--- config.mk ---
export PLATFORM = sky130hd
export DESIGN_NAME = ov_capture
export DESIGN_NICKNAME = d
export VERILOG_FILES = /design/src/rtl/ov_capture.sv
export SDC_FILE = /design/constraint.sdc
export NUM_CORES = 1
export LEC_CHECK = 0
export BUFFER_PORTS_ARGS = -buffer_cell sky130_fd_sc_hd__buf_4
export CAP_MARGIN = 25
export CORE_ASPECT_RATIO = 1.1
export CORE_UTILIZATION = 30
export DETAILED_ROUTE_END_ITERATION = 6
export MAX_ROUTING_LAYER = met4
export PLACE_DENSITY_LB_ADDON = 0.1
export SYNTH_ARGS = -nofsm -noshare
export SYNTH_HDL_FRONTEND = slang
export SYNTH_SLANG_ARGS = --single-unit
--- constraint.sdc ---
create_clock -name clk_sys -period 4.6 [get_ports clk_sys]
set_input_delay 0.69 -clock clk_sys [delete_from_list [all_inputs] [get_ports clk_sys]]
set_output_delay 0.69 -clock clk_sys [all_outputs]
set_load 0.02 [all_outputs]
--- src/rtl/ov_capture.sv ---
// ov_capture: captures RGB565 pixels from an OV-style camera bus (vsync, href,
// pclk, 8-bit data) into the clk_sys domain. Every camera pin is oversampled
// through synchronisers, so clk_sys must run at least 4x faster than ov_pclk.
// Two bytes per pixel, first byte high. Per-frame pixel coordinates, frame
// strobes, a completed-frame counter and sticky line/frame error flags.
module ov_capture #(
  parameter int H_PIX   = 640,
  parameter int V_LINES = 480
) (
  input  logic        clk_sys,
  input  logic        rst,
  input  logic        cap_en,
  input  logic        ov_vsync,
  input  logic        ov_href,
  input  logic        ov_pclk,
  input  logic [7:0]  ov_data,
  output logic        pix_vld,
  output logic [15:0] pix_data,
  output logic [9:0]  pix_x,
  output logic [9:0]  pix_y,
  output logic        frame_start,
  output logic        frame_done,
  output logic [7:0]  frame_cnt,
  output logic        line_err,
  output logic        frame_err
);

  localparam logic [1:0] ST_IDLE    = 2'd0;
  localparam logic [1:0] ST_WAIT_VS = 2'd1;
  localparam logic [1:0] ST_ACTIVE  = 2'd2;

  localparam logic [9:0] H_LIM = 10'(H_PIX);
  localparam logic [9:0] V_LIM = 10'(V_LINES);
  localparam logic [9:0] Y_MAX = 10'd1023;

  // Synchroniser stages; s2 is the stage all decisions are taken from.
  logic       r_vs_s1, r_vs_s2, r_vs_d;
  logic       r_hr_s1, r_hr_s2, r_hr_d;
  logic       r_pc_s1, r_pc_s2, r_pc_s3;
  logic [7:0] r_dat_s1, r_dat_s2;

  // Capture state.
  logic [1:0]  r_state;
  logic        r_phase;
  logic [7:0]  r_hi_byte;
  logic [9:0]  r_x;
  logic [9:0]  r_y;
  logic        r_inc;
  logic        r_pix_vld;
  logic [15:0] r_pix_data;
  logic        r_frame_start;
  logic        r_frame_done;
  logic [7:0]  r_frame_cnt;
  logic        r_line_err;
  logic        r_frame_err;

  logic       w_sample;
  logic       w_vs_rise;
  logic       w_vs_fall;
  logic       w_hr_fall;
  logic [9:0] w_x_cur;

  // pclk rising edge seen on the synchronised copy; href/data come from the
  // same stage so they are aligned with the edge that qualifies them.
  assign w_sample  = r_pc_s2 & ~r_pc_s3;
  assign w_vs_rise = r_vs_s2 & ~r_vs_d;
  assign w_vs_fall = ~r_vs_s2 & r_vs_d;
  assign w_hr_fall = ~r_hr_s2 & r_hr_d;

  // pix_x is bumped one cycle after the pixel strobe so the strobe cycle
  // still shows the pixel's own column; comparisons must see the bumped value.
  assign w_x_cur = r_inc ? (r_x + 10'd1) : r_x;

  // Synchronise all camera pins and keep one history stage for edge detection.
  always_ff @(posedge clk_sys) begin
    if (rst) begin
      r_vs_s1  <= 1'b0;
      r_vs_s2  <= 1'b0;
      r_vs_d   <= 1'b0;
      r_hr_s1  <= 1'b0;
      r_hr_s2  <= 1'b0;
      r_hr_d   <= 1'b0;
      r_pc_s1  <= 1'b0;
      r_pc_s2  <= 1'b0;
      r_pc_s3  <= 1'b0;
      r_dat_s1 <= 8'd0;
      r_dat_s2 <= 8'd0;
    end else begin
      // NOTE: non-blocking assignments make each stage take the previous
      // stage's old value; blocking ones would collapse the chain to one flop.
      r_vs_s1  <= ov_vsync;
      r_vs_s2  <= r_vs_s1;
      r_vs_d   <= r_vs_s2;
      r_hr_s1  <= ov_href;
      r_hr_s2  <= r_hr_s1;
      r_hr_d   <= r_hr_s2;
      r_pc_s1  <= ov_pclk;
      r_pc_s2  <= r_pc_s1;
      r_pc_s3  <= r_pc_s2;
      r_dat_s1 <= ov_data;
      r_dat_s2 <= r_dat_s1;
    end
  end

  // Frame/line/pixel state machine, counters and error flags.
  always_ff @(posedge clk_sys) begin
    if (rst) begin
      r_state       <= ST_IDLE;
      r_phase       <= 1'b0;
      r_hi_byte     <= 8'd0;
      r_x           <= 10'd0;
      r_y           <= 10'd0;
      r_inc         <= 1'b0;
      r_pix_vld     <= 1'b0;
      r_pix_data    <= 16'd0;
      r_frame_start <= 1'b0;
      r_frame_done  <= 1'b0;
      r_frame_cnt   <= 8'd0;
      r_line_err    <= 1'b0;
      r_frame_err   <= 1'b0;
    end else begin
      r_pix_vld     <= 1'b0;
      r_frame_start <= 1'b0;
      r_frame_done  <= 1'b0;
      r_inc         <= 1'b0;
      if (r_inc) begin
        r_x <= r_x + 10'd1;
      end

      case (r_state)
        ST_IDLE: begin
          if (cap_en) begin
            r_state <= ST_WAIT_VS;
          end
        end

        ST_WAIT_VS: begin
          if (w_vs_fall) begin
            r_state       <= ST_ACTIVE;
            r_frame_start <= 1'b1;
            r_x           <= 10'd0;
            r_y           <= 10'd0;
            r_phase       <= 1'b0;
            r_line_err    <= 1'b0;
            r_frame_err   <= 1'b0;
          end
        end

        ST_ACTIVE: begin
          if (w_vs_rise) begin
            // End of frame; cap_en is only consulted here.
            r_frame_done <= 1'b1;
            r_frame_cnt  <= r_frame_cnt + 8'd1;
            if (r_y != V_LIM) begin
              r_frame_err <= 1'b1;
            end
            r_state <= cap_en ? ST_WAIT_VS : ST_IDLE;
          end else if (w_hr_fall) begin
            // End of line: a short/long line or a dangling odd byte is an error.
            if ((w_x_cur != H_LIM) || r_phase) begin
              r_line_err <= 1'b1;
            end
            r_y     <= (r_y == Y_MAX) ? r_y : (r_y + 10'd1);
            r_x     <= 10'd0;
            r_phase <= 1'b0;
          end else if (w_sample && r_hr_s2) begin
            if (!r_phase) begin
              r_hi_byte <= r_dat_s2;
              r_phase   <= 1'b1;
            end else begin
              r_phase <= 1'b0;
              if (w_x_cur == H_LIM) begin
                // Line overrun: drop the pixel, hold the column.
                r_line_err <= 1'b1;
              end else begin
                r_inc <= 1'b1;
                // Lines past V_LINES are tracked for the line count only.
                if (r_y < V_LIM) begin
                  r_pix_vld  <= 1'b1;
                  r_pix_data <= {r_hi_byte, r_dat_s2};
                end
              end
            end
          end
        end

        default: r_state <= ST_IDLE;
      endcase
    end
  end

  assign pix_vld     = r_pix_vld;
  assign pix_data    = r_pix_data;
  assign pix_x       = r_x;
  assign pix_y       = r_y;
  assign frame_start = r_frame_start;
  assign frame_done  = r_frame_done;
  assign frame_cnt   = r_frame_cnt;
  assign line_err    = r_line_err;
  assign frame_err   = r_frame_err;

endmodule

## Word level (Yosys, flattened, before mapping)

Index checks and enable logic that the tools add are counted.

- Add/subtract/negate cells: 3
- Magnitude comparators: 1
- Eq/ne operators: 17
- Muxes and demuxes: 35
- Bitwise gates (word level): 15
- Reduce and logical (&&, ||, !) cells: 16

Operators by type and width:

| operator | number |
|---|---|
| $mux W10 | 8 |
| $pmux W10 S2 | 2 |
| $add A10 B1 Y10 const B | 2 |
| $eq A10 B10 Y1 const B | 2 |
| $mux W1 | 18 |
| $ne A2 B2 Y1 const B | 7 |
| $reduce_and A7 Y1 | 2 |
| $ne A3 B3 Y1 const B | 4 |
| $not A1 Y1 | 11 |
| $lt A10 B9 Y1 const B | 1 |
| $ne A10 B10 Y1 const B | 1 |
| $ne A10 B9 Y1 const B | 1 |
| $reduce_and A5 Y1 | 2 |
| $add A8 B1 Y8 const B | 1 |
| $reduce_and A4 Y1 | 2 |
| $reduce_or A7 Y1 | 1 |
| $mux W2 | 3 |
| $pmux W1 S2 | 3 |
| $pmux W2 S3 | 1 |
| $reduce_or A6 Y1 | 1 |
| $and A1 B1 Y1 | 4 |
| $reduce_or A2 Y1 | 2 |
| $reduce_and A3 Y1 | 1 |
| $eq A2 B1 Y1 const B | 1 |
| other kinds (6) | 6 |

- Bits in registers: 86
- Bits of input ports: 14
- Output and inout port bits: 49
- Logic and storage cells: 111

## Logic depth before layout (Yosys ltp)

- Depth after elaboration: 9
- Mapped depth: 10
- Depth with buffers taken out: 8

## Worst setup path after synthesis

Ideal clock, no wire load.

- Path kind: reg-to-reg
- Start: reg r_x[0], in the netlist pix_x[0]
- End: reg r_pix_data[8], in the netlist pix_data[8]
- Library setup time: 0.070 ns
- Data arrival time: 2.080 ns
- Setup slack: 2.449 ns
- Stages on the path, launching flop included: 9
- Period minus slack after synthesis: 2.151 ns
- Path through: dfxtp_1 ha_1 and2b_1 nand4_2 a221oi_4 a31o_4 buf_8 o21ai_1 a21oi_1

- Word-level cells in the longest chain between the ends: 5

Ends and longest elaborated chain:

| what | line | text |
|---|---|---|
| start, declared | 46 | `logic [9:0] r_x;` |
| start signal, assigned | 127 | `r_x <= r_x + 10'd1;` |
| $add A10 B1 Y10 | 72 | `assign w_x_cur = r_inc ? (r_x + 10'd1) : r_x;` |
| $mux W10 (*) | 72 |  |
| $eq A10 B10 Y1 (*) | 172 | `if (w_x_cur == H_LIM) begin` |
| $not A1 Y1 (no source line) (*) | - |  |
| $reduce_and A7 Y1 (no source line) (*) | - |  |
| end signal, assigned | 180 | `r_pix_data <= {r_hi_byte, r_dat_s2};` |
| end, declared | 50 | `logic [15:0] r_pix_data;` |

Every way passes the cells marked *; elsewhere a longest branch is shown, timed or not.
A chain may end at the register's enable or synchronous reset.

## Final worst setup path

- Start: reg r_state[0]
- End: reg r_y[5], in the netlist pix_y[5]

- Word-level cells in the longest chain between the ends: 3
- Elaborated cells between the ends (all ways): 9
- Classes of those cells: eq/ne (6); mux (1); reduce/logical (2)

Ends and longest elaborated chain:

| what | line | text |
|---|---|---|
| start, declared | 43 | `logic [1:0] r_state;` |
| start signal, assigned | 157 | `r_state <= cap_en ? ST_WAIT_VS : ST_IDLE;` |
| $eq A2 B2 Y1 / $eq A2 B1 Y1 (equally long branches) | 130 | `case (r_state)` |
| $ne A2 B2 Y1 (no source line) / $reduce_bool A2 Y1 (equally long branches) | - |  |
| $reduce_and A5 Y1 (no source line) | - |  |
| end signal, assigned | 163 | `r_y <= (r_y == Y_MAX) ? r_y : (r_y + 10'd1);` |
| end, declared | 47 | `logic [9:0] r_y;` |

Several ways; a longest one is shown, not always the timed one.

==> out/metrics.sh <==
OUTCOME='complete, no violations'
DRIVE_GT1_SHARE_PCT=19.50
YOSYS_WARNINGS=0
SYN_INST=381
CRITICAL_PATH.MAX_FANOUT=14
TRITONCTS='done'
LAYOUT_MIN_CYCLE_TIME_PS=2572
ACHIEVABLE-FREQUENCY_MHz=388.7
PERIOD_SHARE_PCT=55.92
NUMCTSBUFFERS=9
SYNTH_LARGEST_AREA_CELL='sky130_fd_sc_hd__dfxtp_1'
SYNTH_FP_NETS=403
GRT_START_MAX_NET_PINS=68
TIMING.CRITICAL_PATH.REQUIRED_PS=4810
TIMING.SETUP.TNS_PS=0
ROUTED_WIRE_LENGTH_PER_INSTANCE_UM=12.59
CLOCK_TREE.BUFFER_DEPTH=2
HEIGHT_OF_THE_CHIP_UM=116.2
DETAIL_ROUTE.ITER0.VIOLATIONS=103
CRITPATHLAUNCH='r_state[0]'
FINALINSTANCEAREA_UM2=4390
SYNTH.MOST_COMMON_CELL='sky130_fd_sc_hd__dfxtp_1'
IO_BUFFER_COUNT=62
TOTAL_LEAKAGE_POWER_nW=1.765
GRT_OVERFLOW_TOTAL=0
FINAL_NET_COUNT=458
POWER_DENSITY_nW_PER_UM2=376.2
SYNTH_COMMONEST_CELLS='sky130_fd_sc_hd__dfxtp_1 (86), sky130_fd_sc_hd__nor2_1 (50), sky130_fd_sc_hd__a21oi_1 (28)'
YS_SEQ_ELEMENTS=86
RESIZE_COUNT_POST_CTS=0
CTS_SETUP_BUFFERS=0
WORST_SETUP_HOLD_PATH_CLK_SLEW_PS=60
PLACE.DETAILED.HPWL_UM=5160
CORE_AREA_UM2=11490
TIMING.RR.END='pix_y[5]'
DRT_PRE_ANTENNA_ITERS=4
YS_TYPES=48
MAX-CAP-VIOLATIONS=0
DIEAREA_UM2=12290
FIRST_GLOBAL_VIAS=2410
ANTENNA_CELLS=0
SYNTH_TOP_AREA_SHARE_PCT=48.42
YS_DOMINANT_REG_CELL='sky130_fd_sc_hd__dfxtp_1'
R2R_CELLS=8
RELATIVE_AREA_CHANGE_FROM_SYNTHESIS_TO_FINAL_LAYOUT_PCT=23.47
WORSTSETUPPATHTYPE='reg2reg'
YS_SEQ_AREA_SHARE_PCT=48.42
SYNTH.TOP_CELLS.BY_AREA='sky130_fd_sc_hd__dfxtp_1 (48%), sky130_fd_sc_hd__nor2_1 (5.3%), sky130_fd_sc_hd__nor2b_1 (4.6%)'
DIE_X_UM=105.8
FILL_CELLS=1232
INITIAL_UTILIZATION_PCT=30.95
CTS_HOLD_REPAIR.BUFFERS=0
SETUP_VIOLATIONS=0
NUM_VIAS=2654
WORST_SETUP_PATH_END_KIND='flop'
NUMCLOCKSINKS=86
SYNTH-ASYNC-RESET-RATIO_PCT=0
CLK-INSERTION-DELAY-LATE_PS=340
TOP_LEVEL_PORTS=63
SYNTH.CELL_AREA_UM2=3556
RR_STARTPOINT='r_state[0]'
VDD_IR_DROP_MAX_uV=162.2
TIMING.SLEW.HEADROOM_PCT=53.67
PLACE.GP.CONGESTION=0.7398
ROUTED_WL_UM=7439
WORST_HOLD_SLACK_PS=434.5
TOTAL_POWER_CONSUMPTION_mW=1.651
VIAS_PER_CELL=4.491
REMAINING_DRC_ERRORS=0
CP-ENDPOINT='pix_y[5]'
START_KIND='flop'
GR-USAGE-ALL-LAYERS_PCT=13.26
SYNTH_EDF_COUNT=0
ARRIVAL_PS=2790
GRT_SETUP_UNREPAIRED='false'
GRT_PASS1_WL_UM=12200
WORST_CASE_SETUP_MARGIN_IN_THE_FINAL_LAYOUT_PS=2028
PLACEMENTROWS=41
WORST_CLOCK_SKEW_PS=5.563
POST-PLACE-WS_PS=1966
TIMING_WORST_SLEW_PIN_VALUE_PS=694.9
REG2REG_SLACK_PS=2030
SYNTH_AREA_PER_CELL_UM2=9.333
CLK_ROOT_BUFFER_CELL='sky130_fd_sc_hd__clkbuf_16'
FINAL-HOLD-VIOLATION-COUNT=0
NUMBER_OF_ANTENNA_VIOLATIONS_AT_THE_FIRST_CHECK_IN_GLOBAL_ROUTING=0
PINS_OVER_THEIR_SLEW_LIMIT=0
HTREE_NUM_LEVELS=3
ANTENNA_LEFT=0
HOLD_PATH.CLASS='reg2reg'
DPL-INSTANCE-AREA_UM2=4103
[state kept, by name (all words and copies together), names as in the netlist]
signal,count
r_dat_s1,8
r_hr_s2,1
pix_data,16
r_hi_byte,8
pix_vld,1
r_pc_s2,1
r_hr_d,1
frame_err,1
frame_cnt,8
r_vs_s1,1
pix_x,10
r_state,2
r_vs_s2,1
pix_y,10
frame_start,1
line_err,1
r_pc_s3,1
r_phase,1
r_hr_s1,1
frame_done,1
r_dat_s2,8
r_pc_s1,1
r_inc,1
r_vs_d,1
[routing by layer]
layer / track usage [%] / up-vias / routed length, um
li1: - / 1402 / -
met1: 17.19 / 1197 / 3739
met2: 19.17 / 44 / 3264
met3: 3.292 / 11 / 268
met4: 6.667 / 0 / 167
met5: - / - / 0
[power by group]
| part | switching [mW] | leakage [nW] | internal (mW) |
|---|---|---|---|
| Sequential | 0.0140 | 0.698 | 0.766 |
| Combinational | 0.111 | 0.936 | 0.0706 |
| Clock | 0.294 | 0.131 | 0.396 |
| Total | 0.419 | 1.76 | 1.23 |
[cells by family (layout without fill, tap and decap cells)]
kind of cell / count (synthesis) / in the layout / synth area share, %
muxes: 13 / 13 / 3.659
xor gates and xnor gates: 26 / 26 / 6.404
adders and majority gates: 8 / 8 / 2.815
DFF: 86 / 86 / 48.42
buffers and inverters: 27 / 87 / 4.046
and+or+nand+nor: 163 / 163 / 24.35
AOI/OAI and AO/OA: 58 / 58 / 10.31
[per-stage QoR]
| stage | utilization (%) | instances |
|---|---|---|
| floorplan | - | 381 |
| global placement | 35.70 | 575 |
| detailed placement | 35.70 | 575 |
| CTS | 38.21 | 591 |
| global route | 38.21 | 591 |
| finish | 38.21 | 591 |
[cell usage in the layout, fill, tap and decap left out, types with 3 or more instances in the layout]
cell | synthesis | layout
sky130_fd_sc_hd__a21oi_1 | 28 | 28
sky130_fd_sc_hd__and2_1 | 3 | 3
sky130_fd_sc_hd__and3b_1 | 3 | 3
sky130_fd_sc_hd__buf_4 | 1 | 63
sky130_fd_sc_hd__clkbuf_16 | 0 | 9
sky130_fd_sc_hd__clkinvlp_4 | 0 | 3
sky130_fd_sc_hd__dfxtp_1 | 86 | 86
sky130_fd_sc_hd__ha_1 | 8 | 8
sky130_fd_sc_hd__inv_1 | 8 | 8
sky130_fd_sc_hd__mux2i_1 | 13 | 13
sky130_fd_sc_hd__nand2_1 | 17 | 17
sky130_fd_sc_hd__nand2b_1 | 4 | 4
sky130_fd_sc_hd__nand3_1 | 27 | 27
sky130_fd_sc_hd__nand3b_1 | 3 | 3
sky130_fd_sc_hd__nand4_1 | 8 | 8
sky130_fd_sc_hd__nor2_1 | 50 | 50
sky130_fd_sc_hd__nor2b_1 | 26 | 26
sky130_fd_sc_hd__nor3_1 | 5 | 5
sky130_fd_sc_hd__o21ai_0 | 10 | 10
sky130_fd_sc_hd__o21ai_1 | 9 | 9
sky130_fd_sc_hd__or3_1 | 3 | 3
sky130_fd_sc_hd__xnor2_1 | 16 | 16
sky130_fd_sc_hd__xor2_1 | 10 | 10
[worst max-delay path, stage by stage, from the launching register on]
cell and delay (ps):
sky130_fd_sc_hd__dfxtp_1 370, sky130_fd_sc_hd__inv_1 80, sky130_fd_sc_hd__ha_1 350, sky130_fd_sc_hd__and3b_1 330, sky130_fd_sc_hd__a21oi_1 250, sky130_fd_sc_hd__and2_1 200
sky130_fd_sc_hd__or2_1 350, sky130_fd_sc_hd__and2_1 420, sky130_fd_sc_hd__nor2_1 90
[area by class of cell]
| class | instances | area (um^2) | share of cell area (%) |
|---|---|---|---|
| inverter | 8 | 30.03 | 0.6840 |
| sequential | 86 | 1722 | 39.21 |
| clock inverter | 4 | 31.28 | 0.7125 |
| clock buffer | 12 | 256.5 | 5.842 |
| tap | 150 | 187.7 | 4.275 |
| multi-input combinational | 268 | 1690 | 38.50 |
| timing repair buffer | 63 | 473.0 | 10.77 |
[worst min-delay path by stage]
stage / start / endpoint / slack [ps] / cells after the start
2_1_floorplan: r_dat_s1[0] / r_dat_s2[0] / 410 / 1
3_3_place_gp: r_dat_s1[4] / r_dat_s2[4] / 420 / 1
3_5_place_dp: r_dat_s1[1] / r_dat_s2[1] / 420 / 1
4_1_cts: r_dat_s1[1] / r_dat_s2[1] / 440 / 1
5_1_grt: r_dat_s1[4] / r_dat_s2[4] / 450 / 1
6_report: r_dat_s1[1] / r_dat_s2[1] / 430 / 1
(Power assumes the default switching activity.)
